**src/rtl/key_pkg.sv**
```systemverilog
// rtl/key_pkg.sv - PS/2 prefix bytes, named make codes and key FSM state type
package key_pkg;

    localparam logic [7:0] KEY_BREAK_PREFIX = 8'hF0;
    localparam logic [7:0] KEY_EXT_PREFIX   = 8'hE0;

    localparam logic [7:0] KEY_SPACE = 8'h29;
    localparam logic [7:0] KEY_W     = 8'h1D;
    localparam logic [7:0] KEY_A     = 8'h1C;
    localparam logic [7:0] KEY_S     = 8'h1B;
    localparam logic [7:0] KEY_D     = 8'h23;

    typedef enum logic {
        KEY_UP   = 1'b0,
        KEY_DOWN = 1'b1
    } key_state_t;

endpackage

```
**src/rtl/key_channel.sv**
```systemverilog
// rtl/key_channel.sv - one key's up/down FSM, hold counter and optional repeat counter
// Optional auto-repeat strobe built only when KEY_REPEAT_EN is defined.
module key_channel
    import key_pkg::*;
#(
    parameter int LONG_CYCLES   = 1000,
    parameter int REPEAT_CYCLES = 250
) (
    input  logic clk,
    input  logic rst,
    input  logic make_hit,
    input  logic break_hit,
    output logic key_held,
    output logic key_press,
    output logic key_release,
    output logic key_long,
    output logic key_repeat
);

    localparam int CW = $clog2(LONG_CYCLES + 1);
    localparam logic [CW-1:0] LONG_MAX = CW'(LONG_CYCLES);

    key_state_t    state;
    logic [CW-1:0] count;

    always_ff @(posedge clk or posedge rst) begin
        if (rst) begin
            state       <= KEY_UP;
            count       <= '0;
            key_held    <= 1'b0;
            key_press   <= 1'b0;
            key_release <= 1'b0;
            key_long    <= 1'b0;
        end else begin
            key_press   <= 1'b0;
            key_release <= 1'b0;
            case (state)
                KEY_UP: begin
                    count    <= '0;
                    key_long <= 1'b0;
                    if (make_hit) begin
                        state     <= KEY_DOWN;
                        key_held  <= 1'b1;
                        key_press <= 1'b1;
                    end
                end
                KEY_DOWN: begin
                    if (break_hit) begin
                        state       <= KEY_UP;
                        key_held    <= 1'b0;
                        key_release <= 1'b1;
                        count       <= '0;
                        key_long    <= 1'b0;
                    end else if (count != LONG_MAX) begin
                        // a repeated make while down leaves the counter running untouched
                        count    <= count + CW'(1);
                        key_long <= (count + CW'(1)) == LONG_MAX;
                    end else begin
                        key_long <= 1'b1;
                    end
                end
                default: state <= KEY_UP;
            endcase
        end
    end

`ifdef KEY_REPEAT_EN
    localparam int RW = $clog2(REPEAT_CYCLES + 1);
    localparam logic [RW-1:0] REP_LAST = RW'(REPEAT_CYCLES - 1);

    logic [RW-1:0] rep_cnt;
    logic          long_rise;

    // true in the cycle whose clock edge will raise key_long
    assign long_rise = (state == KEY_DOWN) && !break_hit && (count == LONG_MAX - CW'(1));

    always_ff @(posedge clk or posedge rst) begin
        if (rst) begin
            rep_cnt    <= '0;
            key_repeat <= 1'b0;
        end else begin
            key_repeat <= 1'b0;
            if (long_rise) begin
                key_repeat <= 1'b1;
                rep_cnt    <= '0;
            end else if (key_long && !break_hit) begin
                if (rep_cnt == REP_LAST) begin
                    key_repeat <= 1'b1;
                    rep_cnt    <= '0;
                end else begin
                    rep_cnt <= rep_cnt + RW'(1);
                end
            end else begin
                rep_cnt <= '0;
            end
        end
    end
`else
    assign key_repeat = 1'b0;
`endif

endmodule

```
**src/rtl/key_decoder_multi.sv**
```systemverilog
// rtl/key_decoder_multi.sv - multi-key PS/2 make/break decoder with held, strobe and long-press outputs
// Auto-repeat strobes are enabled by defining KEY_REPEAT_EN.
module key_decoder_multi
    import key_pkg::*;
#(
    parameter int                      NUM_KEYS      = 4,
    parameter logic [8*NUM_KEYS-1:0]   KEY_CODES     = {KEY_S, KEY_A, KEY_W, KEY_SPACE},
    parameter int                      LONG_CYCLES   = 1000,
    parameter int                      REPEAT_CYCLES = 250
) (
    input  logic                clk,
    input  logic                rst,
    input  logic [15:0]         keycode,
    input  logic                keycode_valid,
    output logic [NUM_KEYS-1:0] key_held,
    output logic [NUM_KEYS-1:0] key_press,
    output logic [NUM_KEYS-1:0] key_release,
    output logic [NUM_KEYS-1:0] key_long,
    output logic [NUM_KEYS-1:0] key_repeat,
    output logic                any_held
);

    logic                is_break;
    logic [NUM_KEYS-1:0] code_hit;
    logic [NUM_KEYS-1:0] make_hit;
    logic [NUM_KEYS-1:0] break_hit;
    logic [NUM_KEYS-1:0] held_next;

    // an E0 prefix lands in [15:8] and simply reads as "not a break"
    assign is_break = keycode[15:8] == KEY_BREAK_PREFIX;

    genvar i;
    generate
        for (i = 0; i < NUM_KEYS; i++) begin : g_key
            assign code_hit[i]  = keycode_valid && (KEY_CODES[8*i +: 8] != 8'h00)
                                  && (keycode[7:0] == KEY_CODES[8*i +: 8]);
            assign make_hit[i]  = code_hit[i] && !is_break;
            assign break_hit[i] = code_hit[i] && is_break;

            key_channel #(
                .LONG_CYCLES   (LONG_CYCLES),
                .REPEAT_CYCLES (REPEAT_CYCLES)
            ) u_channel (
                .clk         (clk),
                .rst         (rst),
                .make_hit    (make_hit[i]),
                .break_hit   (break_hit[i]),
                .key_held    (key_held[i]),
                .key_press   (key_press[i]),
                .key_release (key_release[i]),
                .key_long    (key_long[i]),
                .key_repeat  (key_repeat[i])
            );
        end
    endgenerate

    // mirrors each channel's next held state so any_held lines up with key_held
    assign held_next = (key_held & ~break_hit) | make_hit;

    always_ff @(posedge clk or posedge rst) begin
        if (rst) begin
            any_held <= 1'b0;
        end else begin
            any_held <= |held_next;
        end
    end

endmodule
```
**config.mk**
```make
export PLATFORM = sky130hd
export DESIGN_NAME = key_decoder_multi
export DESIGN_NICKNAME = d
export VERILOG_FILES = /design/src/rtl/key_pkg.sv /design/src/rtl/key_channel.sv /design/src/rtl/key_decoder_multi.sv
export SDC_FILE = /design/constraint.sdc
export NUM_CORES = 1
export LEC_CHECK = 0
export BUFFER_PORTS_ARGS = -buffer_cell sky130_fd_sc_hd__buf_2
export CELL_PAD_IN_SITES_DETAIL_PLACEMENT = 0
export CELL_PAD_IN_SITES_GLOBAL_PLACEMENT = 1
export CORE_UTILIZATION = 35
export DETAILED_ROUTE_END_ITERATION = 12
export PLACE_DENSITY_LB_ADDON = 0.1
export SETUP_SLACK_MARGIN = 0.5
export SYNTH_ARGS = -nofsm -noshare
export SYNTH_HDL_FRONTEND = slang
export SYNTH_SLANG_ARGS = --single-unit
```
**constraint.sdc**
```tcl
create_clock -name clk -period 2.1 [get_ports clk]
set_input_delay 0.315 -clock clk [delete_from_list [all_inputs] [get_ports clk]]
set_output_delay 0.315 -clock clk [all_outputs]
set_load 0.1 [all_outputs]
```
Yosys cells after proc, flatten, opt, wreduce, memory -nomap -nowiden
Cells that the tools add are included.
W data, S select, Z words.
Storage, ports and cells
  register bits: 61
  input bits: 19
  output and inout port bits: 21
  word-level logic and storage cells: 139
Operators by class
  $add $sub $neg: 4
  equal/unequal tests: 25
  muxes and demuxes: 60
  bitwise operators: 7
  reductions and logical operators: 18
Operators with widths (number)
  $mux W10: 8
  $pmux W10 S2: 4
  $add A10 B1 Y10 const B: 4
  $eq A10 B10 Y1 const B: 4
  $ne A10 B10 Y1 const B: 4
  $mux W1: 36
  $eq A8 B5 Y1 const B: 3
  $pmux W1 S2: 12
  $ne A2 B1 Y1 const B: 8
  $logic_and A1 B1 Y1: 12
  $ne A3 B2 Y1 const B: 4
  $eq A8 B6 Y1 const B: 1
  $eq A8 B8 Y1 const B: 1
  $reduce_and A2 Y1: 4
  $and A4 B4 Y4: 1
  $not A1 Y1: 4
  $not A4 Y4: 1
  $or A4 B4 Y4: 1
  $reduce_or A4 Y1: 1
  $logic_not A1 Y1: 1

Logic depth before layout (Yosys ltp)
  depth in word-level cells: 7
  depth in mapped cells: 8
  gate-level depth less buffers: 7

By module
From an unflattened synthesis, not the netlist that was laid out.
Unflattened totals
  cell total of the unflattened synthesis: 353
  area, all modules: 3395.8 um2
Modules (own cells, without submodules)
  key_channel: times used 4, cells an instance 80, area each 784.5 um2, sequential area each 375.4 um2
  key_decoder_multi: times used 1, cells an instance 33, area each 257.7 um2, sequential area each 25.0 um2

Least setup slack after synthesis
OpenSTA, ideal clock, no wires.
  path kind: register -> register
  start point: reg g_key[3].u_channel.count[0]
  end point: reg g_key[3].u_channel.key_long
  setup time: 0.077 ns
  arrival: 1.529 ns
  data required time: 2.023 ns
  slack: 0.493 ns
  cell stages (with the launch flop): 7
  cell sequence: dfrtp_1 -> ha_1 -> nand3_1 -> nor2_1 -> xnor2_1 -> or4_1 -> a21oi_1
On the way
  word-level cells in the longest chain between the ends: 5
  elaborated cells between the ends (all ways): 6
  those cells by class: add/sub: 1; eq/ne: 2; mux: 3
RTL lines
  start: declaration: RTL line key_channel.sv:24  | logic [CW-1:0] count;
  start signal: assignment: RTL line key_channel.sv:56  | count <= count + CW'(1);
  $add A10 B1 Y10: RTL line key_channel.sv:57  | key_long <= (count + CW'(1)) == LONG_MAX;
  $eq A10 B10 Y1: RTL line key_channel.sv:57
  $mux W1 *: RTL line key_channel.sv:54  | end else if (count != LONG_MAX) begin
  $mux W1 *: RTL line key_channel.sv:48  | if (break_hit) begin
  $pmux W1 S2 *: RTL line key_channel.sv:37  | case (state)
  end signal: assignment: RTL line key_channel.sv:40  | key_long <= 1'b0;
  end signal: assignment: RTL line key_channel.sv:57
  end signal: assignment: RTL line key_channel.sv:59  | key_long <= 1'b1;
  end: declaration: RTL line key_channel.sv:16  | output logic key_long,
Every way passes the cells marked *; elsewhere a longest branch is shown, timed or not.
A chain may end at the register's enable or synchronous reset.

Worst setup path after layout
  start point: reg g_key[0].u_channel.count[1]
  end point: reg g_key[0].u_channel.key_long
On the way
  word-level cells in the longest chain between the ends: 5
  elaborated cells between the ends (all ways): 6
  those cells by class: add/sub: 1; eq/ne: 2; mux: 3
RTL lines (RTL line)
  start: declaration: key_channel.sv:24
  start signal: assignment: key_channel.sv:56
  $add A10 B1 Y10: key_channel.sv:57
  $eq A10 B10 Y1: key_channel.sv:57
  $mux W1 *: key_channel.sv:54
  $mux W1 *: key_channel.sv:48
  $pmux W1 S2 *: key_channel.sv:37
  end signal: assignment: key_channel.sv:40
  end signal: assignment: key_channel.sv:57
  end signal: assignment: key_channel.sv:59
  end: declaration: key_channel.sv:16
Marked as above.

==> impl_metrics.toml <==
[clock_network]
cts-htree-levels = 3
cts_hold_buffers = 0
cts_sinks = 61
clockBufferDepth = 2
path_clk_slew_ns = 0.08
cts_tree = "built"
root_buffer = "clkbuf_8"
numCtsBuffers = 9
clock_latency_ns = 0.33

[synth]
synth_top_cells_by_area = "dfrtp_1, nor2_1, xnor2_1"
synth_common_cells = "dfrtp_1, nor2_1, nand2_1, inv_1, xnor2_1"
yosysMostFrequentCell = "dfrtp_1"
synthAdderAreaFrac_pct = 3.01
synth-seq-area-share_pct = 46.0
synth_top_family_by_area = "simple AND/OR/NAND/NOR gates"
ys_async_sr_fraction_pct = 100
synth-edff-count = 0
yosysWarnings = 0
synth_top_cell_area_share_pct = 46.0
synthMuxAreaShare_pct = 1.21
synth_seq_cells = 61
synthDistinctLibCells = 53
syn_area_um2 = 3320
yosys.area_share.xor_xnor_pct = 8.97
syn_area_per_cell_um2 = 9.49
synth-simple-area-share_pct = 24.6
synth_compound_area_share_pct = 8.36
yosys_most_used_dff = "dfrtp_1"
synth_cells = 350
yosysTopAreaCell = "dfrtp_1"

[worst_setup_path]
cp_max_fo = 4
endpoint_kind = "register"
start_kind = "register"
required_ns = 2.35
startpoint = "g_key[0].u_channel.count[1]"
cp_slowest_stage_delay_ns = 0.44
worstPathArrival_ns = 1.91
path_buf_inv = 1
critPathTopFamily = "compound AO/OA/AOI/OAI gates"
worst_path_max_delay_cell = "a2111o_1"
r2r_start = "g_key[0].u_channel.count[1]"
path_class = "reg2reg"
path_cells = "buf_6 -> nand4_1 -> nor2_2 -> a41oi_2 -> a2111o_1 -> a21oi_2"

[detailed_routing]
antenna_left = 0
avgRoutedWirePerCell_um = 12.8
avgViaCountPerCell = 4.80
firstDrtPassIters = 4
wl_um = 6580
dr_total_vias = 2466
drtIter0Drc = 55
post-route-drc-count = 0

[finish]
finalNonFillerCells = 514
fin_util_pct = 43.6
diodes = 0
fin_nets = 425
design_area_um2 = 4010
area_growth_pct = 20.7
drive_gt1_share_pct = 29.3

[die]
dieArea_um2 = 9880
core_um2 = 9200
ioPinCount = 40
die_h_um = 99.4
core.rowCount = 35
start_util_pct = 36.1
die_w_um = 99.4

[timing]
rsz0062_at_grt = "true"
fin_crit_ns = 1.66
setup_viol = 0
timing.fmax_mhz = 601
fin_crit_sh_pct = 79.2
setup_tns_ns = 0
report.final.hold_viol_count = 0
skew_ns = 0.0124
drv_slew = 0

[outcome]
outcome = "completed"

[place]
gp_congestion = 0.767
hpwl_um = 4430
place_area_um2 = 3530
placed_cells = 479
io_buffers = 35

[grt]
antenna_found_initial = 0
grt_max_degree = 62
overflow = 0
first_global_vias = 2503
grt_usage_pct = 15.2
grt_pass1_wl_um = 12000

[min_path]
hold_class = "in2async"

[job]
maxCapViolations = 0

[pwr]
leakage_nw = 1.76
ir_drop_mv = 0.340
power_density_nw_per_um2 = 816
-- flip-flops by register name, indices dropped and copies added (netlist names), named ones only --
name and flops:
g_key.u_channel.count 40, g_key.u_channel.key_press 4, g_key.u_channel.key_held 4, any_held 1, g_key.u_channel.key_release 4, g_key.u_channel.key_long 4
-- where the power goes --
group | switching [W] | total (W) | internal [W]
clock | 0.000478 | 0.00114 | 0.000662
combinational | 0.000295 | 0.000554 | 0.000259
sequential | 0.000242 | 0.00158 | 0.00134
total | 0.00101 | 0.00327 | 0.00226
-- layer usage --
metal | track usage [%] | vias up | part of all wire [%]
met5 | 0 | - | 0
met4 | 4.41 | 0 | 0.97
met3 | 3.44 | 5 | 3.1
met2 | 24.3 | 34 | 45
met1 | 20.6 | 1160 | 51
li1 | - | 1267 | -
-- metrics by stage --
stage / power (W) / hold WS (ns) / setup slack [ns]
3_3_place_gp: 0.00207 / 0.434 / 0.345
5_1_grt: 0.00349 / 0.0623 / 0.356
3_5_place_dp: 0.00206 / 0.432 / 0.347
2_1_floorplan: 0.00194 / 0.427 / 0.506
6_report: 0.00327 / 0.0507 / 0.436
4_1_cts: 0.00327 / 0.0591 / 0.477
-- placed cells by master, fill, tap and decap left out, types with 13 or more instances in the layout --
cell type / instances
nand2_1: 23
buf_4: 22
xor2_1: 13
inv_1: 17
nor3_1: 14
a21oi_1: 14
dfrtp_1: 51
nor2_1: 55
nand3_1: 19
buf_2: 35
xnor2_1: 21
-- worst reg2reg max path: cells and delay by family (launching register included) --
family                 cells  cell delay (ns)
DFF                        1             0.41
AOI/OAI and AO/OA          3             0.67
and+or+nand+nor            2             0.39
buffers and inverters      1             0.13
-- worst paths after layout --
check	endpoint	slack [ns]	cells after the start
setup / recovery	g_key[0].u_channel.key_long	0.44	6
hold / removal	g_key[2].u_channel.count[9]	0.05	3
setup reg to reg	g_key[0].u_channel.key_long	0.44	6
hold reg to reg	g_key[3].u_channel.key_press	0.48	1
max in group asynchronous	g_key[0].u_channel.count[2]	1.76	3
min in group clk	g_key[1].u_channel.key_release	0.36	4
-- cell type report --
type | instances | area [um^2]
Fill cell | 926 | 5190
Multi-Input combinational cell | 245 | 1650
Sequential cell | 61 | 1540
Timing Repair Buffer | 60 | 383
Tap cell | 111 | 139
Clock buffer | 9 | 124
Clock inverter | 7 | 90.1
Inverter | 21 | 82.6
-- logic make-up after synthesis --
group / after synthesis
AND/OR/NAND/NOR: 154
flip-flops: 61
buffers and inverters: 47
AO/OA/AOI/OAI: 41
XOR/XNOR: 34
adder cells (fa/ha/maj): 8
multiplexers: 4
other: 1
-- what timing repair did --
action	in CTS	in global routing
endpoints found under the setup margin	4	12
resized for setup	14	19
pin swaps	5	14
setup buffers	8	11
(Power assumes the default switching activity.)
